--- src/rtl/matrix_pkg.sv ---
// Shared constants and state encoding for the dot-matrix / beeper arbiter.
package matrix_pkg;

  localparam logic [7:0] HANG_OFF    = 8'hFF;
  localparam logic [7:0] RED_OFF     = 8'h00;
  localparam int         MATRIX_ROWS = 8;

  typedef enum logic [1:0] {
    IDLE,
    OWN,
    DRAIN,
    BLANK
  } state_t;

endpackage

--- src/rtl/fixed_prio_pick.sv ---
// Lowest-set-bit picker over (vec & mask); returns the one-hot winner and its index.
module fixed_prio_pick #(
  parameter int N  = 3,
  parameter int IW = (N > 1) ? $clog2(N) : 1
) (
  input  logic [N-1:0]  vec,
  input  logic [N-1:0]  mask,
  output logic [N-1:0]  onehot,
  output logic [IW-1:0] idx
);

  always_comb begin
    onehot = '0;
    idx    = '0;
    // Scan downwards so the last hit, i.e. the lowest index, wins.
    for (int i = N - 1; i >= 0; i--) begin
      if (vec[i] && mask[i]) begin
        onehot = N'(1) << i;
        idx    = IW'(i);
      end
    end
  end

endmodule

--- src/rtl/matrix_beep_arbiter.sv ---
// Fixed-priority owner arbitration for the shared 8x8 matrix and beeper, with
// frame-aligned handover, drain timeout and a blanking gap between owners.
module matrix_beep_arbiter
  import matrix_pkg::*;
#(
  parameter int NREQ          = 3,
  parameter int BLANK_CYCLES  = 2,
  parameter int DRAIN_TIMEOUT = 16
) (
  input  logic              clk,
  input  logic              rst_n,
  input  logic [NREQ-1:0]   req,
  input  logic [NREQ*8-1:0] hang_in,
  input  logic [NREQ*8-1:0] red_in,
  input  logic [NREQ-1:0]   beep_in,
  input  logic [NREQ-1:0]   frame_end_in,
  output logic [NREQ-1:0]   gnt,
  output logic [7:0]        hang,
  output logic [7:0]        red,
  output logic              beep,
  output logic              busy
);

  localparam int IW   = (NREQ > 1) ? $clog2(NREQ) : 1;
  localparam int CMAX = (BLANK_CYCLES > DRAIN_TIMEOUT) ? BLANK_CYCLES : DRAIN_TIMEOUT;
  localparam int CW   = $clog2(CMAX) + 1;

  localparam logic [CW-1:0] BLANK_LAST = CW'(BLANK_CYCLES - 1);
  localparam logic [CW-1:0] DRAIN_LAST = CW'(DRAIN_TIMEOUT - 1);
  localparam logic [CW-1:0] CNT_MAX    = '1;

  state_t          state, state_n;
  logic [IW-1:0]   owner, owner_n;
  logic [CW-1:0]   drain_cnt, drain_n;
  logic [CW-1:0]   blank_cnt, blank_n;
  logic            armed;

  logic [NREQ-1:0] pick_onehot, hi_onehot, hi_mask;
  logic [IW-1:0]   pick_idx, hi_idx_unused;
  logic            any_req, hi_pending, owner_req, owner_fe;

  assign hi_mask = (NREQ'(1) << owner) - NREQ'(1);

  fixed_prio_pick #(.N(NREQ), .IW(IW)) u_pick (
    .vec    (req),
    .mask   ({NREQ{1'b1}}),
    .onehot (pick_onehot),
    .idx    (pick_idx)
  );

  fixed_prio_pick #(.N(NREQ), .IW(IW)) u_hi_pick (
    .vec    (req),
    .mask   (hi_mask),
    .onehot (hi_onehot),
    .idx    (hi_idx_unused)
  );

  assign any_req    = |pick_onehot;
  assign hi_pending = |hi_onehot;
  assign owner_req  = req[owner];
  assign owner_fe   = frame_end_in[owner];

  // NOTE: every output of a combinational block gets a default first; a path
  // that leaves one unassigned would infer a latch.
  always_comb begin
    state_n = state;
    owner_n = owner;
    drain_n = drain_cnt;
    blank_n = blank_cnt;
    case (state)
      IDLE: begin
        if (armed && any_req) begin
          state_n = OWN;
          owner_n = pick_idx;
        end
      end
      OWN: begin
        if (!owner_req || (hi_pending && owner_fe)) begin
          state_n = BLANK;
          blank_n = '0;
        end else if (hi_pending) begin
          state_n = DRAIN;
          drain_n = '0;
        end
      end
      DRAIN: begin
        if (owner_fe || drain_cnt == DRAIN_LAST || !owner_req) begin
          state_n = BLANK;
          blank_n = '0;
        end else if (!hi_pending) begin
          state_n = OWN;
          drain_n = '0;
        end else if (drain_cnt != CNT_MAX) begin
          drain_n = drain_cnt + CW'(1);
        end
      end
      BLANK: begin
        if (blank_cnt == BLANK_LAST) begin
          blank_n = '0;
          if (any_req) begin
            state_n = OWN;
            owner_n = pick_idx;
          end else begin
            state_n = IDLE;
          end
        end else begin
          blank_n = blank_cnt + CW'(1);
        end
      end
      default: state_n = IDLE;
    endcase
  end

  // NOTE: sequential state uses non-blocking assignments so every flop samples
  // the pre-edge values regardless of statement order.
  always_ff @(posedge clk or negedge rst_n) begin
    if (!rst_n) begin
      state     <= IDLE;
      owner     <= '0;
      drain_cnt <= '0;
      blank_cnt <= '0;
      armed     <= 1'b0;
    end else begin
      state     <= state_n;
      owner     <= owner_n;
      drain_cnt <= drain_n;
      blank_cnt <= blank_n;
      armed     <= 1'b1;
    end
  end

  // Outputs are registered from the next state, so they line up with gnt and
  // carry the owner's inputs with exactly one cycle of latency.
  always_ff @(posedge clk or negedge rst_n) begin
    if (!rst_n) begin
      gnt  <= '0;
      hang <= HANG_OFF;
      red  <= RED_OFF;
      beep <= 1'b0;
    end else if (state_n == OWN || state_n == DRAIN) begin
      gnt  <= NREQ'(1) << owner_n;
      hang <= hang_in[int'(owner_n)*MATRIX_ROWS +: MATRIX_ROWS];
      red  <= red_in[int'(owner_n)*MATRIX_ROWS +: MATRIX_ROWS];
      beep <= beep_in[owner_n];
    end else begin
      gnt  <= '0;
      hang <= HANG_OFF;
      red  <= RED_OFF;
      beep <= 1'b0;
    end
  end

  assign busy = (state != IDLE);

endmodule

--- config.mk ---
export PLATFORM = sky130hd
export DESIGN_NAME = matrix_beep_arbiter
export DESIGN_NICKNAME = d
export VERILOG_FILES = /design/src/rtl/matrix_pkg.sv /design/src/rtl/fixed_prio_pick.sv /design/src/rtl/matrix_beep_arbiter.sv
export SDC_FILE = /design/constraint.sdc
export NUM_CORES = 1
export LEC_CHECK = 0
export CORE_MARGIN = 2
export CORE_UTILIZATION = 39
export CTS_CLUSTER_DIAMETER = 80
export DETAILED_ROUTE_END_ITERATION = 12
export PLACE_DENSITY = 0.81
export SYNTH_ARGS = -nofsm -noshare
export SYNTH_HDL_FRONTEND = slang
export SYNTH_SLANG_ARGS = --single-unit
--- constraint.sdc ---
create_clock -name clk -period 3.1 [get_ports clk]
set_input_delay 0.62 -clock clk [delete_from_list [all_inputs] [get_ports clk]]
set_output_delay 0.62 -clock clk [all_outputs]
set_load 0.1 [all_outputs]
* After elaboration in Yosys (flattened, before gate mapping)
Index checks and enable logic that the tools add are counted.
** Storage, ports and cells
- Input port bits :: 59
- Logic and storage cells :: 91
- Output and inout bits :: 21
- Register bits :: 35
** Cells by class
- Shifts and indexed selects :: 4
- Eq/ne operators :: 14
- Multiplexer cells :: 41
- Reductions and logical operators :: 18
- $lt $le $gt $ge :: 2
- Add/subtract/negate cells :: 3
** Operator list (number)
- indexed part select 24 x 6 -> 8 bit :: 2
- 2-to-1 mux 5 bit :: 8
- 2-to-1 mux 2 bit :: 12
- 2-to-1 mux 3 bit :: 7
- 2-to-1 mux 8 bit :: 2
- one-hot mux 5 bit (3 select lines) :: 1
- adder 5 x 1 -> 5 bit, second input constant :: 2
- inequality test 2 bit, second input constant :: 5
- one-hot mux 5 bit (2 select lines) :: 1
- one-hot mux 2 bit (4 select lines) :: 1
- binary-select mux 1 bit (select 2 bit) :: 3
- equality test 2 bit, second input constant :: 3
- less-than comparator 2 x 3 -> 1 bit, second input constant :: 2
- OR reduction 3 bit :: 2
- << shifter 1 x 2 -> 3 bit, first input constant :: 2
- equality test 5 x 1 -> 1 bit, second input constant :: 1
- equality test 5 x 4 -> 1 bit, second input constant :: 1
- logical AND 1 bit :: 5
- 2-to-1 mux 1 bit :: 5
- inequality test 5 bit, second input constant :: 1
- AND reduction 5 bit :: 1
- equality test 2 x 1 -> 1 bit, second input constant :: 2
- logical OR 1 bit :: 4
- one-hot mux 2 bit (2 select lines) :: 1
- other kinds (7) :: 8

* Depth between registers and ports, before layout
Gate-level depths: netlist (run 1).
- Word-level depth :: 14
- Gate-level depth with buffers :: 11
- Depth with buffers taken out :: 9

* Modules after synthesis
From an unflattened synthesis (run 1), not the netlist that was laid out.
** Unflattened totals
- Cell total of the unflattened synthesis :: 235
- Area total of the unflattened synthesis :: 2338.5 um^2
** By module, submodules not included
- matrix_beep_arbiter :: cells each 223, sequential area each 885.8 um^2, times used 1, area an instance 2255.9 um^2
- fixed_prio_pick :: cells each 6, sequential area each 0.0 um^2, times used 2, area an instance 41.3 um^2

* Worst setup path after synthesis (run 1)
No wires, ideal clock.
- Kind :: reg2reg
- Start :: reg state[0]
- End :: reg beep
- Setup time :: 96 ps
- Required time :: 3004 ps
- Arrival :: 2327 ps
- Stages on the path, launching flop included :: 10
- Period minus slack after synthesis :: 2423 ps
- Path buffers :: 2
- Setup slack :: 677 ps
- Cell sequence :: dfrtp_1 > inv_1 > ha_1 > inv_1 > a2bb2oi_1 > and2_4 > buf_8 > buf_8 > nand3_1 > a311oi_2
** On the way
- Longest elaborated chain between the ends :: 6
- Elaborated cells on any way between the ends :: 18
- Classes of those cells :: eq/ne: 5; mux: 11; reduce/logical: 2
** RTL lines
- from (decl) :: line matrix_beep_arbiter.sv:32 : state_t state, state_n;
- from (signal assigned) :: line matrix_beep_arbiter.sv:124 : state <= state_n;
- 2-to-1 mux 2 bit, on equally long branches :: line matrix_beep_arbiter.sv:90, matrix_beep_arbiter.sv:81
- 2-to-1 mux 2 bit, on equally long branches :: line matrix_beep_arbiter.sv:87, matrix_beep_arbiter.sv:78
- one-hot mux 2 bit (4 select lines) :: line matrix_beep_arbiter.sv:70 : case (state)
- equality test 2 x 1 -> 1 bit / equality test 2 bit (equally long branches) :: line matrix_beep_arbiter.sv:140 : end else if (state_n == OWN || state_n == DRAIN) begin
- logical OR 1 bit :: line matrix_beep_arbiter.sv:140
- 2-to-1 mux 1 bit (*) :: line matrix_beep_arbiter.sv:140
- to (signal assigned) :: line matrix_beep_arbiter.sv:144 : beep <= beep_in[owner_n];
- to (decl) :: line matrix_beep_arbiter.sv:20 : output logic beep,
Every way passes the cells marked *; elsewhere a longest branch is shown, timed or not. The select of a mux whose other input is x is not followed.
A chain may end at the register's enable or synchronous reset.

* Worst setup path in the final report (run 1)
- Start :: in req[0]
- End :: reg red[5]
** On the way
- Longest elaborated chain between the ends :: 10
- Elaborated cells on any way between the ends :: 30
- Classes of those cells :: eq/ne: 2; shift: 1; mux: 18; reduce/logical: 9
** RTL lines
- from (decl) :: line matrix_beep_arbiter.sv:12 : input logic [NREQ-1:0] req,
- parallel branches: the longest is 9 deep, another holds indexed part select 24 x 6 -> 8 bit
- 2-to-1 mux 8 bit (*) :: line matrix_beep_arbiter.sv:140
- to (signal assigned) :: line matrix_beep_arbiter.sv:143 : red <= red_in[int'(owner_n)*MATRIX_ROWS +: MATRIX_ROWS];
- to (decl) :: line matrix_beep_arbiter.sv:19 : output logic [7:0] red,
Every way passes the cells marked *. The select of a mux whose other input is x is not followed.

==> flow_summary.json, run 1 <==
{
  "worstRegToRegCells": 9,
  "finalSetupTns_ns": 0,
  "path_clk_slew_ns": 0.07,
  "seq_area_frac_synth_pct": 36.8,
  "async_reset_ff_share_pct": 100,
  "ant_nets": 0,
  "syn_area_per_cell_um2": 10.3,
  "clockBufferDepth": 2,
  "status": "completed",
  "yosysMostFrequentCell": "nand3_1",
  "drive_gt1_share_pct": 24.4,
  "cap_violations": 0,
  "area_delta_synth_final_pct": 35.1,
  "worst_setup_path_end_kind": "flip-flop",
  "layout.nets": 379,
  "rsz0062_at_grt": "no",
  "synth_cell_types": 56,
  "synthTopCellsByArea": "dfrtp_1, dfstp_2, nand3_1",
  "irDropWorstVdd_uv": 551,
  "grt_usage_pct": 16.9,
  "grt_first_pass_wirelength_mm": 8.85,
  "cts_root_buf": "clkbuf_8",
  "hold_start": "drain_cnt[0]",
  "post_cts_resized": 0,
  "timing.final.ws_setup_ns": 0.363,
  "numCtsBuffers": 5,
  "synth_top_area_cell": "dfrtp_1",
  "totalWireLength_mm": 5.49,
  "drc": 0,
  "wl_per_cell_um": 14.2,
  "grt_max_degree": 36,
  "io_pins": 80,
  "fp-row-count": 28,
  "grt_antenna_before_repair": 0,
  "dp.final_hpwl_mm": 4.13,
  "power.density_nw_per_um2": 1190,
  "synth_common_cells": "nand3_1, dfrtp_1, mux2i_1",
  "finalCriticalPeriod_ns": 2.74,
  "drtIter0Drc": 109,
  "fin_area_um2": 3250,
  "dpl-instance-area_um2": 3160,
  "worstPathRequired_ns": 3.28,
  "worst_r2r_endpoint": "red[5]",
  "post-route-period-util_pct": 88.3,
  "hold_class": "reg -> reg",
  "hold_buffers": 0,
  "hold_depth": 1,
  "die_area_um2": 6810,
  "report.final.setup_viol": 0,
  "post_cts_buffers": 0,
  "p_leak_nw": 1.36,
  "r2r-start": "state[0]",
  "cp.arrival_ns": 2.92,
  "grt_pass1_vias": 1986,
  "synth_nets": 302,
  "holdWs_ns": 0.525,
  "seqCellArea_um2": 886,
  "dp_slack_ns": 0.105,
  "synth-seq-cells": 35,
  "synth_area_um2": 2400,
  "synth_warnings": 0,
  "io_buffers": 79,
  "synth-main-ff-cell": "dfrtp_1",
  "antenna_cells": 0,
  "start_util_pct": 40.4,
  "fmax_ghz": 0.365,
  "worstSkewPairLatency_ns": 0.28,
  "path_class": "in -> reg",
  "die_width_um": 82.5,
  "cts_tree": "yes",
  "grt_remaining_overflow": 0,
  "cts.sinks": 35,
  "cts_max_level": 2,
  "synth_cells": 234,
  "synth_edf_count": 0,
  "hold_viol": 0,
  "whs_endpoint": "drain_cnt[0]",
  "die_y_um": 82.5,
  "core_area_um2": 5960,
  "dr.pass1.iters": 4,
  "fillerInstances": 564,
  "yosys.area.top_type_share_pct": 28.1,
  "globalplace.congestion": 0.894,
  "worst-path-max-fanout": 12,
  "r2r_setup_slack_ns": 0.70,
  "start_kind": "input pin",
  "final_core_util_pct": 54.6,
  "report.final.slew_viol_count": 0,
  "multi_input_area_um2": 1340,
  "vias_per_cell": 5.43,
  "skew_ns": 0.00849,
  "vias": 2100
}
## layout by cell type (no fill, tap or decap), drive strengths merged, types with 5 or more instances in the layout
cell	count
nand2	12
a311oi	9
nor2	12
buf	29
mux2i	15
nand3	42
clkbuf	7
dfstp	8
clkdlybuf4s50	58
o2111ai	8
inv	11
o21ai	10
dfrtp	27
ha	9
nor3	5
## per-stage QoR
step	power (mW)	cells
after global placement	3.50	379
after floorplan	3.07	234
after detailed placement	3.54	379
after CTS	3.89	387
final	3.86	387
after global routing	4.10	387
## metal layers
layer / vias up / track usage, % / routed length [um]
met5: - / 0 / 0
met4: 0 / 6.89 / 99
met3: 7 / 4.13 / 318
met2: 58 / 27.6 / 2690
met1: 1000 / 21.4 / 2390
li1: 1035 / - / -
## area by class of cell
class / count / share of cell area [%]
clock buffers: 7 / 2.66
inverters: 11 / 1.27
multi-input cells: 171 / 41.2
clock inverters: 1 / 0.154
well taps: 75 / 2.89
flip-flops and latches: 35 / 27.3
repair buffers: 87 / 24.6
## sequential cells by signal, indices dropped and copies added (netlist names), 2 cells and up
| signal | count |
|---|---|
| state | 2 |
| red | 8 |
| owner | 2 |
| hang | 8 |
| blank_cnt | 5 |
| drain_cnt | 5 |
| gnt | 3 |
## worst max path at each step
stage / from / endpoint / slack (ns) / depth (start not counted)
floorplan: state[0] / beep / 0.68 / 9
global placement: req[0] / hang[3] / 0.18 / 7
detailed placement: req[0] / red[5] / 0.10 / 7
CTS: req[0] / red[5] / 0.38 / 7
global route: req[0] / hang[4] / 0.23 / 7
finish: req[0] / red[5] / 0.36 / 7
## kinds of logic after synthesis
kind of cell / share of synthesized area, %
and+or+nand+nor: 21.5
muxes: 6.24
adders and majority gates: 4.68
other: 0.156
DFF: 36.8
buffers and inverters: 7.49
AOI/OAI and AO/OA: 23.0
## worst max-delay path, stage by stage
cell             delay (ns)
clkdlybuf4s50_1        0.75
mux2i_1                0.13
o21a_1                 0.26
o31ai_1                0.31
a31oi_2                0.20
o21a_2                 0.36
a311oi_2               0.28
## power by group
group	internal (mW)	leakage (nW)	switching (mW)
clock	0.179	0.0482	0.155
combinational	0.881	0.876	1.86
sequential	0.673	0.439	0.117
(Power assumes the default switching activity.)
==> run 2: changes to the inputs <==
--- a/config.mk
+++ b/config.mk
@@ -5,6 +5,7 @@
 export SDC_FILE = /design/constraint.sdc
 export NUM_CORES = 1
 export LEC_CHECK = 0
+export CAP_MARGIN = 15
 export CORE_MARGIN = 2
 export CORE_UTILIZATION = 39
 export CTS_CLUSTER_DIAMETER = 80
==> constraint.sdc (replaced) <==
create_clock -name clk -period 3.2 [get_ports clk]
set_input_delay 0.64 -clock clk [delete_from_list [all_inputs] [get_ports clk]]
set_output_delay 0.64 -clock clk [all_outputs]
set_load 0.1 [all_outputs]
==> run 2 against run 1 <==
Net effect: register-to-register slack worse by 0.06 ns; non-clock buffer count is 2 lower; global-route usage is 1.1 points higher; die area stayed put; combinational power is 4% lower; count of clock-buffer cells in the layout is 2 lower; critical path type unchanged; largest cell class unchanged.
==> flow_summary.json, run 2 (synthesis results as in run 1) <==
{
  "reg.largest.list": "hang (8), red (8)",
  "worst-path-max-fanout": 11,
  "cts_root_buf": "clkbuf_8",
  "p_leak_nw": 1.35,
  "p_clk_share_pct": 8.2,
  "r2r_setup_slack_ns": 0.64,
  "area_delta_synth_final_pct": 34.2,
  "die_width_um": 82.5,
  "cts_max_level": 2,
  "report.final.setup_viol": 0,
  "dp.final_hpwl_mm": 4.27,
  "post-route-period-util_pct": 85.8,
  "place_inst": 377,
  "cp.arrival_ns": 2.95,
  "worstPathRequired_ns": 3.40,
  "clockBufferDepth": 2,
  "final_common_cell": "clkdlybuf4s50_1",
  "core_area_um2": 5960,
  "finalSetupTns_ns": 0,
  "io_buffers": 79,
  "drtIter0Drc": 109,
  "status": "completed",
  "rsz0062_at_grt": "no",
  "final_core_util_pct": 54.2,
  "grt_remaining_overflow": 0,
  "cts.sinks": 35,
  "grt_pass1_vias": 2149,
  "whs_endpoint": "drain_cnt[0]",
  "worst_setup_path_end_kind": "flip-flop",
  "globalplace.congestion": 0.843,
  "fp-row-count": 28,
  "start_kind": "input pin",
  "path_class": "in -> reg",
  "hold_start": "drain_cnt[0]",
  "drc": 0,
  "wl_per_cell_um": 14.4,
  "vias_per_cell": 5.56,
  "hold_buffers": 0,
  "hold_class": "reg -> reg",
  "fin_cells": 385,
  "report.final.slew_viol_count": 0,
  "grt_first_pass_wirelength_mm": 9.40,
  "power.internal_mw": 1.63,
  "grt_usage_pct": 18.0,
  "worstRegToRegCells": 9,
  "start_util_pct": 40.4,
  "hold_viol": 0,
  "post_cts_resized": 0,
  "irDropWorstVdd_uv": 582,
  "totalWireLength_mm": 5.53,
  "post_cts_buffers": 0,
  "antenna_cells": 0,
  "vias": 2139,
  "die_area_um2": 6810,
  "dr.pass1.iters": 4,
  "pwr-share-seq_pct": 20.6,
  "cap_violations": 0,
  "cts_tree": "yes",
  "worstSkewPairLatency_ns": 0.29,
  "worstMarginPinSlew_ns": 0.613,
  "power.density_nw_per_um2": 1150,
  "pwr-share-comb_pct": 71.3,
  "ant_nets": 0,
  "skew_ns": 0.00312,
  "switching_share_pct": 56.0,
  "numCtsBuffers": 5,
  "io_pins": 80,
  "die_y_um": 82.5,
  "fmax_ghz": 0.364,
  "relSlewSlack_pct": 59.1,
  "finalCriticalPeriod_ns": 2.75,
  "final_cell_mix": "clkdlybuf4s50_1, nand3_1, dfrtp_1, buf_4, mux2i_1",
  "switchingPower_mw": 2.08,
  "r2r-start": "state[0]",
  "layout.nets": 377,
  "worst_r2r_endpoint": "red[3]",
  "path_clk_slew_ns": 0.07,
  "drive_gt1_share_pct": 24.2,
  "grt_max_degree": 36,
  "hold_depth": 1,
  "grt_antenna_before_repair": 0
}
run 2: critical path: stages:
cell and delay, ns:
clkdlybuf4s50_1 0.73, mux2i_1 0.13, o21a_1 0.25, o31ai_1 0.31, a31oi_2 0.20, or3_1 0.53
o2111ai_1 0.15
run 2: layout make-up:
class	instances	area, um2
Fill cell	568	2730
Sequential cell	35	886
Timing Repair Buffer	85	783
Tap cell	75	93.8
Inverter	11	41.3
Clock inverter	3	15.0
Multi-Input combinational cell	171	1340
Clock buffer	5	68.8
run 2: power by group through the flow:
stage	Sequential, mW	Combinational, mW	Clock [mW]
after floorplan	1.55	1.43	0
after global placement	0.768	2.59	0
after detailed placement	0.771	2.64	0
after CTS	0.763	2.65	0.316
after global routing	0.784	2.82	0.334
final	0.762	2.64	0.303
run 2: how the worst max path moves through the flow:
stage	to	cells after the start	start
6_report	hang[7]	7	req[0]
3_3_place_gp	hang[3]	7	req[0]
5_1_grt	hang[4]	7	req[0]
3_5_place_dp	hang[5]	7	req[0]
2_1_floorplan	beep	9	state[0]
4_1_cts	hang[5]	7	req[0]
run 2: per-layer routing:
metal / share of wire, % / wire length [um] / global-route usage, % / vias up
met1: 41 / 2240 / 21.2 / 1027
li1: - / - / - / 1029
met5: 0 / 0 / 0 / -
met4: 2.5 / 136 / 8.52 / 0
met3: 6.7 / 371 / 4.35 / 10
met2: 50 / 2780 / 30.6 / 73
run 2: stage by stage:
stage                     cell area, um2  setup WS, ns  hold WS [ns]  total power [mW]
after detailed placement            3140         0.191         0.498              3.41
final                               3230         0.454         0.505              3.70
after global routing                3230         0.320         0.526              3.94
after floorplan                     2400         0.777         0.344              2.98
after global placement              3140         0.264         0.497              3.35
after CTS                           3230         0.476         0.508              3.73
==> run 3: changes to the inputs <==
--- a/config.mk
+++ b/config.mk
@@ -11,6 +11,7 @@
 export CTS_CLUSTER_DIAMETER = 80
 export DETAILED_ROUTE_END_ITERATION = 12
 export PLACE_DENSITY = 0.81
+export SLEW_MARGIN = 0
 export SYNTH_ARGS = -nofsm -noshare
 export SYNTH_HDL_FRONTEND = slang
 export SYNTH_SLANG_ARGS = --single-unit
==> results of run 3 <==
Final layout, timing and power as in run 2 (identical DEF).
